File: config.mk
export PLATFORM = sky130hd
export DESIGN_NAME = div_array_arbiter
export DESIGN_NICKNAME = d
export VERILOG_FILES = /design/src/rtl/div_array_arbiter.sv
export SDC_FILE = /design/constraint.sdc
export NUM_CORES = 1
export LEC_CHECK = 0
export BUFFER_PORTS_ARGS = -buffer_cell sky130_fd_sc_hd__clkbuf_2
export CORE_ASPECT_RATIO = 1.4
export CORE_MARGIN = 2
export CORE_UTILIZATION = 49
export DETAILED_ROUTE_END_ITERATION = 10
export PLACE_DENSITY_LB_ADDON = 0.05
export SLEW_MARGIN = 20
export SYNTH_ARGS = -nofsm -noshare
export SYNTH_HDL_FRONTEND = slang
export SYNTH_SLANG_ARGS = --single-unit
File: constraint.sdc
create_clock -name clk -period 3.95 [get_ports clk]
set_input_delay 0.5925 -clock clk [delete_from_list [all_inputs] [get_ports clk]]
set_output_delay 0.5925 -clock clk [all_outputs]
set_load 0.005 [all_outputs]
File: src/rtl/div_array_arbiter.sv
// div_array_arbiter: round-robin controller sharing one combinational 16/8 divider array.
// Optional DIV_ARB_OVF_CHECK_EN adds the registered rsp_ovf quotient-overflow flag.
module div_array_arbiter #(
    parameter int NREQ = 4,
    parameter int LAT  = 2,
    parameter int IDW  = 2
) (
    input  logic              clk,
    input  logic              rst_n,
    input  logic [NREQ-1:0]   req_valid,
    output logic [NREQ-1:0]   req_ready,
    input  logic [16*NREQ-1:0] req_n,
    input  logic [8*NREQ-1:0] req_d,
    output logic [15:0]       div_n,
    output logic [7:0]        div_d,
    input  logic [7:0]        div_q,
    input  logic [7:0]        div_r,
    output logic              rsp_valid,
    input  logic              rsp_ready,
    output logic [IDW-1:0]    rsp_id,
    output logic [7:0]        rsp_q,
    output logic [7:0]        rsp_r,
    output logic              rsp_dbz
`ifdef DIV_ARB_OVF_CHECK_EN
    ,
    output logic              rsp_ovf
`endif
);

    typedef enum logic [1:0] {
        S_IDLE,
        S_BUSY,
        S_RESP
    } state_t;

    state_t         state;
    state_t         state_nxt;
    logic [3:0]     cnt;
    logic [IDW-1:0] ptr;
    logic [IDW-1:0] idx;
    logic           gnt_found;
    logic [IDW-1:0] gnt_idx;
    logic [15:0]    gnt_n;
    logic [7:0]     gnt_d;
    logic           gnt_dbz;
    logic           hs_req;

    // Round-robin search: lowest offset from ptr+1 wins, so scan offsets downward.
    always_comb begin
        gnt_found = 1'b0;
        gnt_idx   = '0;
        idx       = '0;
        for (int k = NREQ; k >= 1; k--) begin
            idx = IDW'((int'(ptr) + k) % NREQ);
            if (req_valid[idx]) begin
                gnt_found = 1'b1;
                gnt_idx   = idx;
            end
        end
    end

    // Operand mux for the granted requester.
    always_comb begin
        gnt_n = '0;
        gnt_d = '0;
        for (int i = 0; i < NREQ; i++) begin
            if (gnt_idx == IDW'(i)) begin
                gnt_n = req_n[16*i +: 16];
                gnt_d = req_d[8*i +: 8];
            end
        end
    end

    // A grant in IDLE is always a handshake since the winner's valid is high;
    // held off during reset so no requester sees a phantom accept.
    assign gnt_dbz = (gnt_d == 8'd0);
    assign hs_req  = (state == S_IDLE) && gnt_found && rst_n;

    // Accept strobe goes to the single granted requester.
    always_comb begin
        req_ready = '0;
        if (hs_req) begin
            req_ready[gnt_idx] = 1'b1;
        end
    end

    assign rsp_valid = (state == S_RESP);

    // State register.
    always_ff @(posedge clk) begin
        if (!rst_n) begin
            state <= S_IDLE;
        end else begin
            state <= state_nxt;
        end
    end

    // Next-state logic.
    always_comb begin
        state_nxt = state;
        case (state)
            S_IDLE: begin
                if (hs_req) begin
                    state_nxt = gnt_dbz ? S_RESP : S_BUSY;
                end
            end
            S_BUSY: begin
                if (cnt == 4'd0) begin
                    state_nxt = S_RESP;
                end
            end
            S_RESP: begin
                if (rsp_ready) begin
                    state_nxt = S_IDLE;
                end
            end
            default: begin
                state_nxt = S_IDLE;
            end
        endcase
    end

    // Launch, settle counter and result capture; array inputs move only on a launch.
    always_ff @(posedge clk) begin
        if (!rst_n) begin
            ptr     <= IDW'(NREQ - 1);
            cnt     <= '0;
            div_n   <= '0;
            div_d   <= '0;
            rsp_id  <= '0;
            rsp_q   <= '0;
            rsp_r   <= '0;
            rsp_dbz <= 1'b0;
        end else if (hs_req) begin
            ptr    <= gnt_idx;
            rsp_id <= gnt_idx;
            if (gnt_dbz) begin
                rsp_q   <= 8'hFF;
                rsp_r   <= gnt_n[7:0];
                rsp_dbz <= 1'b1;
            end else begin
                div_n   <= gnt_n;
                div_d   <= gnt_d;
                cnt     <= 4'(LAT - 1);
                rsp_dbz <= 1'b0;
            end
        end else if (state == S_BUSY) begin
            if (cnt == 4'd0) begin
                rsp_q <= div_q;
                rsp_r <= div_r;
            end else begin
                cnt <= cnt - 4'd1;
            end
        end
    end

`ifdef DIV_ARB_OVF_CHECK_EN
    // Quotient will not fit in 8 bits when the high dividend byte reaches d.
    always_ff @(posedge clk) begin
        if (!rst_n) begin
            rsp_ovf <= 1'b0;
        end else if (hs_req) begin
            rsp_ovf <= !gnt_dbz && (gnt_n[15:8] >= gnt_d);
        end
    end
`endif

endmodule

==> results.json <==
{
  "syn_area_per_cell_um2": 7.85,
  "max_freq_mhz": 324,
  "cts_buffer_depth": 2,
  "drtIter0Drc": 147,
  "drt-total-wl_mm": 8.31,
  "grt_overflow": 0,
  "holdBufCountCts": 0,
  "grt_pass1_wl_mm": 13.6,
  "path_cells": "mux2i_1 > a2bb2oi_2 > and2_1 > buf_4 > and3_1 > clkbuf_2",
  "dieHeight_um": 98.1,
  "ys_warn_count": 0,
  "root_buffer": "clkbuf_8",
  "cts-htree-levels": 2,
  "ctsResizeCount": 0,
  "drc": 0,
  "max_slew_margin_pct": 53.1,
  "final.setup.tns_ns": 0,
  "drv_cap": 0,
  "start_util_pct": 50.3,
  "synthSimpleGateAreaFrac_pct": 24.9,
  "final_cell_mix": "clkbuf_2 (166), nand2_1 (99), mux2i_1 (51), dfxtp_1 (51), o21ai_0 (26)",
  "wl_per_cell_um": 13.5,
  "fin_nets": 665,
  "cp_top_family": "simple AND/OR/NAND/NOR gates",
  "num_vias": 3337,
  "setup_viol": 0,
  "synth.area.mux_share_pct": 16.5,
  "syn_inst": 395,
  "worstPathRequired_ns": 3.36,
  "gr-usage-all-layers_pct": 23.4,
  "gp_congestion": 0.821,
  "synth_seq_cells": 51,
  "maxSlewViolCount": 0,
  "crit_slowest_cell": "dfxtp_1",
  "arrival_ns": 2.49,
  "insertion_delay_ns": 0.30,
  "clkSinkCount": 51,
  "ios": 167,
  "critPathLaunchType": "flop",
  "status": "finished, final reports clean",
  "dieArea_um2": 6990,
  "route.antenna.remaining_nets": 0,
  "port_buffers": 166,
  "grt_setup_unrepaired": "no",
  "layout-drive-gt1-share_pct": 34.9,
  "syn_nets": 515,
  "grt_max_degree": 69,
  "synth_adder_area_share_pct": 0.403,
  "path_clk_slew_ns": 0.08,
  "insertedDiodeCount": 0,
  "tritoncts": "done",
  "hold_path.class": "reg2reg",
  "period_needed_ns": 3.09,
  "antenna_found_initial": 0,
  "final_common_cell": "clkbuf_2",
  "dp_hpwl_mm": 6.61,
  "powerDensity_nw_per_um2": 471,
  "synth_top_family_by_area": "simple AND/OR/NAND/NOR gates",
  "drt_pass1_iterations": 4,
  "die_w_um": 71.2,
  "worstMarginPinSlew_ns": 0.703,
  "power_leakage_nw": 1.96,
  "via_per_inst": 5.41,
  "rows": 34,
  "syn-cell-area_um2": 3100,
  "skew_ns": 0.00382,
  "syn2layout_area_growth_pct": 30.1,
  "grt_pass1_vias": 3063,
  "hold_viol": 0,
  "numCtsBuffers": 5,
  "crit_fanout": 29,
  "worstSetupPathType": "reg2out",
  "critPathBufInv": 2,
  "p_total_mw": 1.90,
  "cp-end-kind": "output port",
  "yosysSeqAreaShare_pct": 32.9,
  "timing.final.crit_share_pct": 78.1,
  "synth_compound_area_share_pct": 19.8,
  "cts_setup_buffers": 0,
  "synth_xor_area_share_pct": 0.565,
  "synth_cell_type_count": 39,
  "peakVddDrop_v": 0.000243,
  "cpPeakStageDelay_ns": 0.48,
  "core_area_um2": 6170
}
[synthesized netlist by cell type (all sizes together)]
cell / count / area (um^2)
a211oi: 1 / 12.5
a21boi: 3 / 22.5
a21o: 2 / 15.0
a21oi: 12 / 67.6
a2bb2oi: 1 / 15.0
a32o: 2 / 20.0
a32oi: 16 / 140
and2: 4 / 25.0
and3: 5 / 31.3
and3b: 1 / 8.76
buf: 11 / 67.6
clkbuf: 21 / 78.8
dfxtp: 51 / 1020
ha: 1 / 12.5
inv: 2 / 7.51
mux2i: 51 / 510
nand2: 99 / 372
nand3: 24 / 120
nand3b: 1 / 7.51
nand4: 8 / 50.1
nor2: 14 / 55.1
nor2b: 5 / 31.3
nor3: 3 / 15.0
nor3b: 1 / 7.51
nor4: 2 / 42.5
o211a: 1 / 10.0
o211ai: 8 / 60.1
o21a: 1 / 7.51
o21ai: 31 / 155
o21bai: 1 / 11.3
o221ai: 8 / 70.1
o31ai: 1 / 7.51
or2: 1 / 6.26
xnor2: 2 / 17.5
[report_power, final]
part           switching [mW]  internal, mW  total (mW)  leakage (nW)
clock network           0.160         0.138       0.298        0.0470
registers              0.0695         0.631       0.700         0.419
logic                   0.513         0.390       0.903          1.49
total                   0.743          1.16        1.90          1.96
[tightest hold or removal path, stage by stage (launching register included)]
cell     delay (ns)
dfxtp_1        0.32
nand2_1        0.05
o21ai_1        0.05
[state kept, by name, indices dropped and copies added, names as in the netlist]
signal	cells
state	2
cnt	4
div_d	8
ptr	2
div_n	16
rsp_r	8
rsp_dbz	1
rsp_id	2
rsp_q	8
[cell type report]
class                   instances  area (um^2)
clock buffers                   6         82.6
clock inverters                 1         5.00
fillers                       586         2130
inverters                       2         7.51
multi-input cells             310         1930
flip-flops and latches         51         1020
well taps                      72         90.1
repair buffers                175          898
[logic make-up after synthesis]
group	count (synthesis)
multiplexers	51
buffers and inverters	34
AO/OA/AOI/OAI	88
flip-flops	51
AND/OR/NAND/NOR	168
adder cells (fa/ha/maj)	1
XOR/XNOR	2
[stage by stage]
stage	setup WS (ns)	hold slack (ns)	util, %	std cells	cell area [um^2]
after global routing	0.677	0.484	65.4	617	4040
after global placement	0.821	0.437	64.0	610	3950
final	0.864	0.456	65.4	617	4040
after detailed placement	0.746	0.447	64.0	610	3950
after floorplan	1.22	0.445	-	395	3100
after CTS	0.871	0.462	65.4	617	4040
[per-layer routing]
metal	vias up	global-route usage, %	part of all wire (%)
li1	1716	-	-
met1	1488	28.1	41
met2	125	41.8	51
met3	8	3.41	6.8
met4	0	7.98	1.3
met5	-	0	0
[final timing paths]
check | from | to | slack (ns) | cells after the start
worst max-delay path | ptr[1] | req_ready[0] | 0.86 | 6
worst max register to register | ptr[1] | div_n[1] | 0.89 | 9
worst min-delay path | div_d[2] | div_d[2] | 0.46 | 2
worst min register to register | div_d[2] | div_d[2] | 0.46 | 2
Note: power is estimated with default switching activity, not from simulation.
